**config.mk**
```make
export PLATFORM = sky130hd
export DESIGN_NAME = gpu_mem_arbiter
export DESIGN_NICKNAME = d
export VERILOG_FILES = /design/src/rtl/gpu_pkg.sv /design/src/rtl/rr_arbiter.sv /design/src/rtl/gpu_mem_arbiter.sv
export SDC_FILE = /design/constraint.sdc
export NUM_CORES = 1
export LEC_CHECK = 0
export CAP_MARGIN = 0
export CORE_MARGIN = 1
export CORE_UTILIZATION = 30
export CTS_BUF_LIST = sky130_fd_sc_hd__clkbuf_2
export CTS_CLUSTER_SIZE = 25
export DETAILED_ROUTE_END_ITERATION = 16
export GPL_TIMING_DRIVEN = 0
export PLACE_DENSITY = 0.72
export SKIP_LAST_GASP = 1
export SLEW_MARGIN = 20
export SYNTH_ARGS = -nofsm -noshare
export SYNTH_HDL_FRONTEND = slang
export SYNTH_SLANG_ARGS = --single-unit
```
**constraint.sdc**
```tcl
create_clock -name i_clk -period 6.25 [get_ports i_clk]
set_clock_uncertainty 0.1 [all_clocks]
set_input_delay 0.625 -clock i_clk [delete_from_list [all_inputs] [get_ports i_clk]]
set_output_delay 0.625 -clock i_clk [all_outputs]
set_load 0.01 [all_outputs]
```
**src/rtl/gpu_pkg.sv**
```systemverilog
// Shared constants and types for the GPU frame-memory arbiter slice.
package gpu_pkg;

  localparam int GPU_PIXEL_WIDTH = 8;
  localparam int GPU_ADDR_WIDTH  = 18;
  localparam int GPU_NUM_REQ     = 3;
  localparam int TAG_ID_W        = $clog2(GPU_NUM_REQ);

  localparam int REQ_HOST    = 0;
  localparam int REQ_FILT_RD = 1;
  localparam int REQ_FILT_WR = 2;

  typedef struct packed {
    logic                valid;
    logic [TAG_ID_W-1:0] id;
  } mem_tag_t;

endpackage

```
**src/rtl/rr_arbiter.sv**
```systemverilog
// Round-robin arbiter: first eligible index at or after the pointer wins,
// pointer moves just past the winner.
module rr_arbiter #(
  parameter int NUM_REQ = 3
) (
  input  logic               i_clk,
  input  logic               i_rst,
  input  logic [NUM_REQ-1:0] i_elig,
  output logic [NUM_REQ-1:0] o_gnt
);

  localparam int PTR_W = (NUM_REQ > 1) ? $clog2(NUM_REQ) : 1;

  logic [PTR_W-1:0]   ptr_r;
  logic [PTR_W-1:0]   ptr_nxt_s;
  logic [NUM_REQ-1:0] gnt_s;
  logic               found_s;

  // Rotating search over the eligible mask starting at the pointer
  always_comb begin : p_pick
    logic [PTR_W:0]   sum_v;
    logic [PTR_W-1:0] idx_v;
    gnt_s     = '0;
    found_s   = 1'b0;
    ptr_nxt_s = ptr_r;
    for (int i = 0; i < NUM_REQ; i++) begin
      sum_v = {1'b0, ptr_r} + (PTR_W+1)'(i);
      if (sum_v >= (PTR_W+1)'(NUM_REQ)) begin
        sum_v = sum_v - (PTR_W+1)'(NUM_REQ);
      end else begin
        sum_v = sum_v;
      end
      idx_v = sum_v[PTR_W-1:0];
      if (!found_s && i_elig[idx_v]) begin
        gnt_s[idx_v] = 1'b1;
        found_s      = 1'b1;
        ptr_nxt_s    = (idx_v == PTR_W'(NUM_REQ - 1)) ? '0 : idx_v + PTR_W'(1);
      end else begin
        found_s = found_s;
      end
    end
  end

  assign o_gnt = gnt_s;

  // Pointer register, advanced only on a grant
  always_ff @(posedge i_clk) begin
    if (i_rst) begin
      ptr_r <= '0;
    end else if (found_s) begin
      ptr_r <= ptr_nxt_s;
    end else begin
      ptr_r <= ptr_r;
    end
  end

endmodule

```
**src/rtl/gpu_mem_arbiter.sv**
```systemverilog
// Shares one single-port frame memory between host, filter fetch and filter
// write-back; registers the winning command and steers read data back by tag.
module gpu_mem_arbiter
  import gpu_pkg::*;
#(
  parameter int PIXEL_WIDTH = GPU_PIXEL_WIDTH,
  parameter int ADDR_WIDTH  = GPU_ADDR_WIDTH,
  parameter int NUM_REQ     = GPU_NUM_REQ,
  parameter int RD_LATENCY  = 1
) (
  input  logic                           i_clk,
  input  logic                           i_rst,
  input  logic                           i_lock,
  input  logic [NUM_REQ-1:0]             i_req,
  input  logic [NUM_REQ-1:0]             i_we,
  input  logic [NUM_REQ*ADDR_WIDTH-1:0]  i_addr,
  input  logic [NUM_REQ*PIXEL_WIDTH-1:0] i_wdata,
  output logic [NUM_REQ-1:0]             o_gnt,
  output logic [NUM_REQ-1:0]             o_rvalid,
  output logic [PIXEL_WIDTH-1:0]         o_rdata,
  output logic                           o_mem_en,
  output logic                           o_mem_we,
  output logic [ADDR_WIDTH-1:0]          o_mem_addr,
  output logic [PIXEL_WIDTH-1:0]         o_mem_wdata,
  input  logic [PIXEL_WIDTH-1:0]         i_mem_rdata,
  output logic                           o_busy
);

  if (NUM_REQ < 2 || NUM_REQ > (1 << TAG_ID_W)) begin : g_bad_num_req
    $error("gpu_mem_arbiter: NUM_REQ out of range");
  end
  if (RD_LATENCY < 1 || RD_LATENCY > 4) begin : g_bad_rd_latency
    $error("gpu_mem_arbiter: RD_LATENCY out of range");
  end

  // Tag written at grant, read out RD_LATENCY cycles after the command cycle
  localparam int DEPTH = 1 + RD_LATENCY;

  logic [NUM_REQ-1:0]     elig_s;
  logic [NUM_REQ-1:0]     gnt_s;
  logic [TAG_ID_W-1:0]    win_id_s;
  logic                   win_we_s;
  logic [ADDR_WIDTH-1:0]  win_addr_s;
  logic [PIXEL_WIDTH-1:0] win_wdata_s;
  logic                   mem_en_r;
  logic                   mem_we_r;
  logic [ADDR_WIDTH-1:0]  mem_addr_r;
  logic [PIXEL_WIDTH-1:0] mem_wdata_r;
  mem_tag_t               tag_r [DEPTH];
  logic [NUM_REQ-1:0]     rvalid_s;
  logic [PIXEL_WIDTH-1:0] rdata_s;
  logic                   busy_s;

  // Eligibility: nothing during reset, host only while locked
  always_comb begin
    elig_s = '0;
    if (i_rst) begin
      elig_s = '0;
    end else if (i_lock) begin
      elig_s = i_req & {{(NUM_REQ-1){1'b0}}, 1'b1};
    end else begin
      elig_s = i_req;
    end
  end

  rr_arbiter #(.NUM_REQ(NUM_REQ)) u_rr (
    .i_clk  (i_clk),
    .i_rst  (i_rst),
    .i_elig (elig_s),
    .o_gnt  (gnt_s)
  );

  assign o_gnt = gnt_s;

  // Select the winner's command fields from the one-hot grant
  always_comb begin
    win_id_s    = '0;
    win_we_s    = 1'b0;
    win_addr_s  = '0;
    win_wdata_s = '0;
    for (int k = 0; k < NUM_REQ; k++) begin
      if (gnt_s[k]) begin
        win_id_s    = TAG_ID_W'(k);
        win_we_s    = i_we[k];
        win_addr_s  = i_addr[k*ADDR_WIDTH +: ADDR_WIDTH];
        win_wdata_s = i_wdata[k*PIXEL_WIDTH +: PIXEL_WIDTH];
      end else begin
        win_id_s = win_id_s;
      end
    end
  end

  // Command register and read-tag shift pipeline
  always_ff @(posedge i_clk) begin
    if (i_rst) begin
      mem_en_r    <= 1'b0;
      mem_we_r    <= 1'b0;
      mem_addr_r  <= '0;
      mem_wdata_r <= '0;
      for (int i = 0; i < DEPTH; i++) begin
        tag_r[i] <= '0;
      end
    end else begin
      mem_en_r <= |gnt_s;
      mem_we_r <= win_we_s;
      if (|gnt_s) begin
        mem_addr_r  <= win_addr_s;
        mem_wdata_r <= win_wdata_s;
      end else begin
        mem_addr_r  <= mem_addr_r;
        mem_wdata_r <= mem_wdata_r;
      end
      tag_r[0].valid <= (|gnt_s) & ~win_we_s;
      tag_r[0].id    <= win_id_s;
      for (int i = 1; i < DEPTH; i++) begin
        tag_r[i] <= tag_r[i-1];
      end
    end
  end

  // Steer returning read data to the requester named by the oldest tag
  always_comb begin
    rvalid_s = '0;
    rdata_s  = '0;
    busy_s   = 1'b0;
    for (int i = 0; i < DEPTH; i++) begin
      busy_s = busy_s | tag_r[i].valid;
    end
    if (!i_rst && tag_r[DEPTH-1].valid) begin
      rvalid_s[tag_r[DEPTH-1].id] = 1'b1;
      rdata_s                     = i_mem_rdata;
    end else begin
      rvalid_s = '0;
      rdata_s  = '0;
    end
  end

  assign o_rvalid    = rvalid_s;
  assign o_rdata     = rdata_s;
  assign o_busy      = busy_s;
  assign o_mem_en    = mem_en_r;
  assign o_mem_we    = mem_we_r;
  assign o_mem_addr  = mem_addr_r;
  assign o_mem_wdata = mem_wdata_r;

endmodule
```
==> results of run 1 <==
routing by layer:
metal  wire length, um  vias to the layer above  GRT usage
met2              3588                       97     0.3119
met1              3431                     1136     0.2592
met3               510                        6    0.03918
met5                 0                        -          0
li1                  -                     1243          -
met4                74                        0    0.04399
flip-flops by register name, indices dropped and copies added (netlist names):
| name | flops |
|---|---|
| o_mem_addr | 18 |
| o_mem_wdata | 8 |
| o_mem_en | 1 |
| tag_r | 6 |
| u_rr.ptr_r | 2 |
| o_mem_we | 1 |
final cells by class:
| type | count | area (sq um) |
|---|---|---|
| Fill cell | 699 | 3450 |
| Timing Repair Buffer | 136 | 1361 |
| Multi-Input combinational cell | 173 | 1316 |
| Sequential cell | 36 | 720.7 |
| Buffer | 22 | 133.9 |
| Tap cell | 99 | 123.9 |
| Inverter | 18 | 67.56 |
| Clock buffer | 6 | 30.03 |
| Clock inverter | 2 | 11.26 |
worst register-to-register path: stages (launching register included):
cell      delay (ns)
dfxtp_1         0.41
inv_1           0.08
ha_1            0.41
nor4bb_1        0.17
nor3_1          0.43
o21ai_0         0.18
a221oi_2        0.30
buf_4           0.24
nand3_2         0.12
buf_2           0.20
o221a_1         0.26
power groups by stage:
| stage | Combinational (W) | Clock (W) | Sequential [W] |
|---|---|---|---|
| finish | 0.000533 | 0.000110 | 0.000337 |
| CTS | 0.000536 | 0.000115 | 0.000336 |
| floorplan | 0.000248 | 0 | 0.000365 |
| detailed placement | 0.000534 | 0 | 0.000340 |
| global route | 0.000577 | 0.000125 | 0.000344 |
| global placement | 0.000527 | 0 | 0.000341 |
worst paths after layout:
| path | start | cells past startpoint | to | slack, ns |
|---|---|---|---|---|
| max | u_rr.ptr_r[1] | 10 | o_gnt[1] | 2.28 |
| min | tag_r[0][1] | 1 | tag_r[0][4] | 0.36 |
| max reg2reg | u_rr.ptr_r[0] | 10 | o_mem_wdata[5] | 3.30 |
| min reg2reg | tag_r[0][1] | 1 | tag_r[0][4] | 0.36 |
cells in the mapped netlist (all sizes together):
master    n  share of area
nand3b    2         0.0067
a221oi    1         0.0067
nand2     3         0.0050
a31o      6          0.023
nor2     14          0.023
a21oi    24          0.055
buf      16          0.050
a311oi   20           0.10
nor3      5          0.016
a221o     6          0.027
dfxtp    36           0.32
and2     11          0.031
or2       2         0.0056
o21ai     5          0.011
nor4bb    2         0.0089
a2bb2oi   1         0.0039
clkbuf    6          0.010
a21boi    6          0.020
o211a     1         0.0045
nand4    10          0.028
or4       1         0.0034
nor3b     4          0.013
nand3    14          0.034
nor4      1         0.0028
o221a    11          0.055
a22oi     1         0.0034
o22ai     1         0.0028
nand2b    3         0.0084
a41oi     1          0.012
and3      2         0.0084
ha        4          0.022
mux2      1         0.0050
o2111ai   1         0.0039
inv      18          0.030
nor2b     4          0.011
a211oi    2          0.011
a211o     1         0.0039
and4b     1         0.0045
o211ai    1         0.0056
placed cells by master (no fill, tap or decap), types with 3 or more instances in the layout:
| master | instances |
|---|---|
| nor2b_1 | 4 |
| clkbuf_1 | 6 |
| a311oi_2 | 8 |
| nand4_1 | 10 |
| nor3_1 | 3 |
| clkbuf_2 | 6 |
| nor2_1 | 14 |
| buf_2 | 8 |
| and2_1 | 11 |
| clkdlybuf4s50_1 | 136 |
| a311oi_1 | 12 |
| inv_2 | 4 |
| buf_4 | 4 |
| ha_1 | 4 |
| o21ai_0 | 3 |
| nor3b_1 | 4 |
| a31o_1 | 6 |
| a21boi_0 | 6 |
| o221a_1 | 11 |
| dfxtp_1 | 36 |
| nand2b_1 | 3 |
| a21oi_1 | 23 |
| inv_1 | 14 |
| nand2_1 | 3 |
| a221o_1 | 6 |
| nand3_1 | 13 |
stage by stage:
step | worst slack (ns) | instances
CTS | 2.218 | 492
detailed placement | 2.290 | 484
floorplan | 3.497 | 249
global placement | 2.288 | 484
global route | 1.993 | 492
finish | 2.278 | 492
cell families (layout without fill, tap and decap cells):
family | after synthesis | count (layout)
adder cells (fa/ha/maj) | 4 | 4
AND/OR/NAND/NOR | 79 | 79
buffers and inverters | 40 | 184
flip-flops | 36 | 36
AO/OA/AOI/OAI | 89 | 89
multiplexers | 1 | 1
==> impl_metrics.toml, run 1 <==
[timing]
setup-tns-final_ns = 0
hold_violations = 0
period_share = 0.6355
layout_min_cycle_time_ns = 3.972
final_max_slew_viol_count = 0
worst-slew-pin-transition_ns = 0.7164
rsz0062_at_grt = "false"
finalSetupViolCount = 0
whs_ns = 0.3585
maxClockFrequency_mhz = 251.8
slew_headroom = 0.5224

[cells_and_area]
syn_to_final_growth_pct = 68.19
final_util = 0.5219
postLayoutCellArea_sq_um = 3765
drive_above_1_share = 0.1221
final_nets = 491
antenna_cells = 0

[outcome]
status = "complete, no violations"

[drt]
drt_wl_total_um = 7604
final_antenna_net_count = 0
wl_per_cell_um = 15.46
dr.first_iter.drc_count = 127
drc = 0
via_count = 2482
dr.pass1.iters = 4
avgViaCountPerCell = 5.045

[power_and_ir_drop]
net-switching-power_w = 0.0003605
peakVddDrop_uv = 150.1
internal-power_w = 0.0006195
power_leakage_nw = 1.402
power.density_nw_per_um2 = 260.3
combPwrFrac = 0.544
total_power_w = 0.0009799
pwr-share-clk = 0.112
seqPwrFrac = 0.343
swShare = 0.3678

[global_routing]
grt_pass1_wl_um = 11570
grt_overflow_total = 0
antenna_found_initial = 0
gr-usage-all-layers = 0.1911
grt_max_degree = 12
grt_pass1_vias = 2342

[yosys]
synthAdderAreaFrac = 0.02236
synth_top_family_by_area = "compound AO/OA/AOI/OAI gates"
synth_warnings = 0
ys_types = 50
synth_compound_area_frac = 0.3510
syn_nets = 348
synth.ff_latch_count = 36
netlist_area_sq_um = 2238
syn-instance-count = 249
synthMuxAreaShare = 0.005031
syn_avg_cell_area_sq_um = 8.990
yosysSeqAreaShare = 0.3220
synth-simple-area-share = 0.2096
yosys.area_share.xor_xnor = 0

[clocking]
worstSkewPairLatency_ns = 0.38
htreeDepth = 2
cts-buffers-inserted = 5
cts_setup_buffers = 0
root_buffer = "clkbuf_2"
cts.path.max_buffers = 2
cts_tree = "yes"
clk_pin_slew_ns = 0.20
cts_resized = 0
postCtsHoldBufs = 0
clock-sinks = 36

[floorplanning]
initial_utilization = 0.3103
placeableCoreArea_sq_um = 7214
fp-row-count = 31
die_area_sq_um = 7811
die_y_um = 88.38
num_io_pins = 138
die_w_um = 88.38

[setup_path]
critPathCaptureType = "output port"
crit_slowest_cell = "clkdlybuf4s50_1"
crit_chain = "inv_1 -> ha_1 -> nand2b_1 -> a211oi_2 -> and2_1 -> a21oi_2 -> inv_2 -> buf_2 -> buf_2 -> clkdlybuf4s50_1"
start_kind = "register"
critical_path.top_delay_family = "buffers and inverters"
path_class = "register to output port"
cp_common_cell = "buf_2"
path_buf_inv = 5
cp_max_fo = 10
crit_arrival_ns = 3.25
max_stage_delay_ns = 0.57
worst-endpoint-required_ns = 5.52

[placement]
place_congestion = 0.8482
io_buffers = 136
place_area_sq_um = 3724
dpl.hpwl_um = 5856

[flow_run]
drv_cap = 0

[worst_hold_path]
hold_class = "register to register"
Note: power is estimated with default switching activity, not from simulation.
==> run 2, diff against run 1 <==
- clock period: 6.25 -> 3.7 ns (I/O delays scaled with it)
==> run 2 against run 1 <==
Effect of this change: via count rose by 1.6%; core utilization rose by 0.17 points; sequential power rose by 69%; critical path depth fell by 2; die area did not move; design area rose by 0.33%; register-to-register slack got worse by 2.7 ns; clock power rose by 70%; count of clock-buffer cells in the layout did not move.
==> impl_metrics.toml, run 2 (synthesis results as in run 1) <==
[global_routing]
grt_pass1_wl_um = 11640
antenna_found_initial = 0
grt_pass1_vias = 2374
grt_max_degree = 20
gr-usage-all-layers = 0.1929
grt_overflow_total = 0

[floorplanning]
die_area_sq_um = 7811
initial_utilization = 0.3103
die_w_um = 88.38
placeableCoreArea_sq_um = 7214
die_y_um = 88.38
fp-row-count = 31
num_io_pins = 138

[timing]
maxClockFrequency_mhz = 281.5
worst-slew-pin-transition_ns = 0.7506
setup-tns-final_ns = 0
period_share = 0.9600
rsz0062_at_grt = "true"
layout_min_cycle_time_ns = 3.552
finalSetupViolCount = 0
hold_violations = 0
slew_headroom = 0.4996
final_max_slew_viol_count = 0

[cells_and_area]
syn_to_final_growth_pct = 68.75
multi_input_area_sq_um = 1341
drive_above_1_share = 0.1231
fillers = 696
final_nets = 488
regArea_sq_um = 720.7
layout.cells.non_filler = 489
final_cell_mix = "136 x clkdlybuf4s50_1, 36 x dfxtp_1, 23 x a21oi_1, 14 x inv_1, 14 x nor2_1"
largest_register_ffs = 18
final_common_cell = "clkdlybuf4s50_1"
antenna_cells = 0

[drt]
drc = 0
avgViaCountPerCell = 5.155
dr.pass1.iters = 6
dr_wl_met3_um = 528
wl_per_cell_um = 15.78
drt_wl_total_um = 7716
via_count = 2521
final_antenna_net_count = 0
m1WireLength_um = 3463
highest_layer = "met4"
wl_met2_um = 3633
dr.first_iter.drc_count = 112

[setup_path]
max_stage_delay_ns = 0.58
path_buf_inv = 3
start_kind = "register"
critical_path.top_delay_family = "buffers and inverters"
crit_chain = "inv_1 -> ha_1 -> nand2b_2 -> a211oi_4 -> or4_1 -> o211a_1 -> inv_2 -> clkdlybuf4s50_1"
cp_max_fo = 12
worst-endpoint-required_ns = 3.23
crit_slowest_cell = "clkdlybuf4s50_1"
path_class = "register to output port"
crit_arrival_ns = 3.08
critPathCaptureType = "output port"

[clocking]
cts_tree = "yes"
cts-buffers-inserted = 5
htreeDepth = 2
clock-sinks = 36
root_buffer = "clkbuf_2"
cts.path.max_buffers = 2
worstSkewPairLatency_ns = 0.38
clk_pin_slew_ns = 0.20

[placement]
dpl.hpwl_um = 5856
io_buffers = 136
dp_cells = 484
place_congestion = 0.8482

[power_and_ir_drop]
peakVddDrop_uv = 254.2
power.density_nw_per_um2 = 441.0
power_leakage_nw = 1.388

[worst_hold_path]
hold_class = "register to register"

[flow_run]
drv_cap = 0

[outcome]
status = "complete, no violations"
## run 2: path summary, 6_finish.rpt
path | from | to | slack (ns) | cells after the start
min reg2reg | tag_r[0][1] | tag_r[0][4] | 0.36 | 1
max | u_rr.ptr_r[1] | o_gnt[0] | 0.15 | 8
max reg2reg | u_rr.ptr_r[1] | o_mem_addr[11] | 0.62 | 10
min | tag_r[0][1] | tag_r[0][4] | 0.36 | 1
## run 2: where the power goes
group / switching, W / internal [W]
combinational: 0.000415 / 0.000495
sequential: 0.0000634 / 0.000506
clock: 0.000140 / 0.0000473
## run 2: layer usage
| metal | global-route usage | vias up |
|---|---|---|
| met5 | 0 | - |
| met4 | 0.05132 | 0 |
| met3 | 0.04104 | 8 |
| met2 | 0.3147 | 110 |
| met1 | 0.2584 | 1168 |
| li1 | - | 1235 |
## run 2: final cells by class
class | instances | area share
timing repair buffer | 137 | 0.3624
tap | 99 | 0.03279
clock buffer | 6 | 0.007950
sequential | 36 | 0.1908
buffer | 18 | 0.03014
clock inverter | 2 | 0.002981
multi-input combinational | 173 | 0.3551
inverter | 18 | 0.01789
## run 2: per-stage QoR
step | hold WS, ns | setup slack (ns) | utilization | power [W] | instance area, sq um
floorplan | 0.3138 | 1.207 | - | 0.001036 | 2238
global route | 0.3844 | -0.01092 | 0.5236 | 0.001773 | 3777
detailed placement | 0.3283 | 0.2503 | 0.5161 | 0.001476 | 3724
CTS | 0.3628 | 0.01616 | 0.5246 | 0.001676 | 3785
global placement | 0.3219 | 0.2480 | 0.5161 | 0.001465 | 3724
finish | 0.3586 | 0.1479 | 0.5236 | 0.001666 | 3777
## run 2: repair_timing
item	in CTS	in global routing
setup endpoints to repair	3	3
hold buffers	0	0
pin swaps	2	1
buffers inserted	1	0
cloned	0	0
resized for setup	4	1
==> run 3, diff against run 2 <==
- CORE_ASPECT_RATIO: not set -> 0.6
- SKIP_LAST_GASP: 1 -> not set
==> run 3 against run 2 <==
Effect of this change: core utilization grew 2.6 points; flip-flop and latch count is the same; largest power group unchanged; die area grew 0.14%; hold slack is essentially flat; sequential power grew 0.9%; sequential share of layout area shrank 0.15 points; fmax grew 0.64%; non-clock buffer count grew 1; critical path depth grew 1; combinational power grew 2%; register-to-register slack gained 0.03 ns.
==> impl_metrics.toml, run 3 (synthesis results as in run 1) <==
[global_routing]
grt_pass1_vias = 2510
antenna_found_initial = 0
grt_pass1_wl_um = 12540
grt_overflow_total = 0
grt_max_degree = 20
gr-usage-all-layers = 0.2094

[placement]
dpl.hpwl_um = 6274
io_buffers = 136
place_congestion = 0.9056
dp_worst_setup_slack_ns = 0.2257
dp_cells = 485

[clocking]
cts-buffers-inserted = 5
htreeDepth = 2
worstSkewPairLatency_ns = 0.37
cts.path.max_buffers = 2
clk_pin_slew_ns = 0.20
postCtsHoldBufs = 0
cts_tree = "yes"
root_buffer = "clkbuf_2"
clock-sinks = 36

[drt]
drc = 0
dr.pass1.iters = 4
drt_wl_total_um = 8213
final_antenna_net_count = 0
wl_per_cell_um = 16.73
dr.first_iter.drc_count = 210
via_count = 2629
avgViaCountPerCell = 5.354

[cells_and_area]
antenna_cells = 0
final_util = 0.5501
layout.cells.non_filler = 491
syn_to_final_growth_pct = 70.43
final_common_cell = "clkdlybuf4s50_1"
largest_register_ffs = 18
final_cell_mix = "136 x clkdlybuf4s50_1, 35 x dfxtp_1, 23 x a21oi_1, 14 x inv_1, 14 x nor2_1"
drive_above_1_share = 0.1330
final_nets = 489

[timing]
setup-tns-final_ns = 0
period_share = 0.9539
hold_violations = 0
worst-slew-pin-transition_ns = 0.7039
final_max_slew_viol_count = 0
finalSetupViolCount = 0
maxClockFrequency_mhz = 283.3
slew_headroom = 0.5307
rsz0062_at_grt = "false"
setup_ws_ns = 0.1705
layout_min_cycle_time_ns = 3.529

[outcome]
status = "complete, no violations"

[floorplanning]
fp-row-count = 23
die_y_um = 68.91
placeableCoreArea_sq_um = 6935
die_w_um = 113.5
die_area_sq_um = 7822
num_io_pins = 138
initial_utilization = 0.3227

[setup_path]
crit_arrival_ns = 3.06
worst-endpoint-required_ns = 3.23
rr_startpoint = "u_rr.ptr_r[1]"
start_kind = "register"
critical_path.endpoint = "o_gnt[2]"
path_class = "register to output port"
reg2reg_to = "o_mem_wdata[5]"
reg2reg_slack_ns = 0.65
ff2ff_path_depth = 10
critPathCaptureType = "output port"
startpoint = "u_rr.ptr_r[1]"
cp_max_fo = 14

[power_and_ir_drop]
power_leakage_nw = 1.407
power.density_nw_per_um2 = 460.5
peakVddDrop_uv = 216.7

[worst_hold_path]
hold_depth = 1
hold_class = "register to register"

[flow_run]
drv_cap = 0
## run 3: through the flow
| stage | hold slack (ns) | power [W] | instance area [sq um] |
|---|---|---|---|
| finish | 0.3584 | 0.001757 | 3815 |
| global route | 0.3822 | 0.001862 | 3815 |
| CTS | 0.3619 | 0.001758 | 3805 |
| detailed placement | 0.3262 | 0.001490 | 3725 |
| global placement | 0.3258 | 0.001479 | 3725 |
| floorplan | 0.3138 | 0.001036 | 2238 |
## run 3: worst min path at each step
stage	from	endpoint	slack (ns)
4_1_cts	tag_r[0][0]	tag_r[0][3]	0.36
3_5_place_dp	tag_r[0][0]	tag_r[0][3]	0.33
5_1_grt	tag_r[0][0]	tag_r[0][3]	0.38
6_report	tag_r[0][0]	tag_r[0][3]	0.36
3_3_place_gp	tag_r[0][1]	tag_r[0][4]	0.33
2_1_floorplan	tag_r[0][0]	tag_r[0][3]	0.31
## run 3: worst max-delay path, cell delays in order, from the launching register on
cell             delay (ns)
dfxtp_1                0.44
inv_1                  0.09
ha_2                   0.22
nand2b_2               0.25
a211oi_4               0.40
o211ai_4               0.17
and2_1                 0.18
buf_6                  0.13
inv_2                  0.22
clkdlybuf4s50_1        0.60
## run 3: where the power goes
| group | internal (W) | switching [W] |
|---|---|---|
| combinational | 0.000497 | 0.000427 |
| sequential | 0.000506 | 0.0000675 |
| clock | 0.000116 | 0.000143 |
## run 3: timing repair
item                       in CTS  in global routing
gates resized for setup         2                  5
pin swaps                       1                  2
setup endpoints to repair       2                  3
setup buffers                   1                  1
## run 3: metal layers
layer / wire, um / global-route usage / vias up
li1: - / - / 1240
met1: 3850 / 0.2844 / 1248
met2: 3553 / 0.3300 / 131
met3: 753 / 0.06294 / 10
met4: 56 / 0.04276 / 0
met5: 0 / 0 / -
## run 3: cell type report
| type | count | area, sq um |
|---|---|---|
| plain buffers | 18 | 113.9 |
| flip-flops and latches | 36 | 721.9 |
| inverters | 18 | 67.56 |
| multi-input cells | 173 | 1345 |
| clock buffers | 6 | 30.03 |
| fillers | 673 | 3120 |
| well taps | 100 | 125.1 |
| repair buffers | 138 | 1376 |
| clock inverters | 2 | 35.03 |
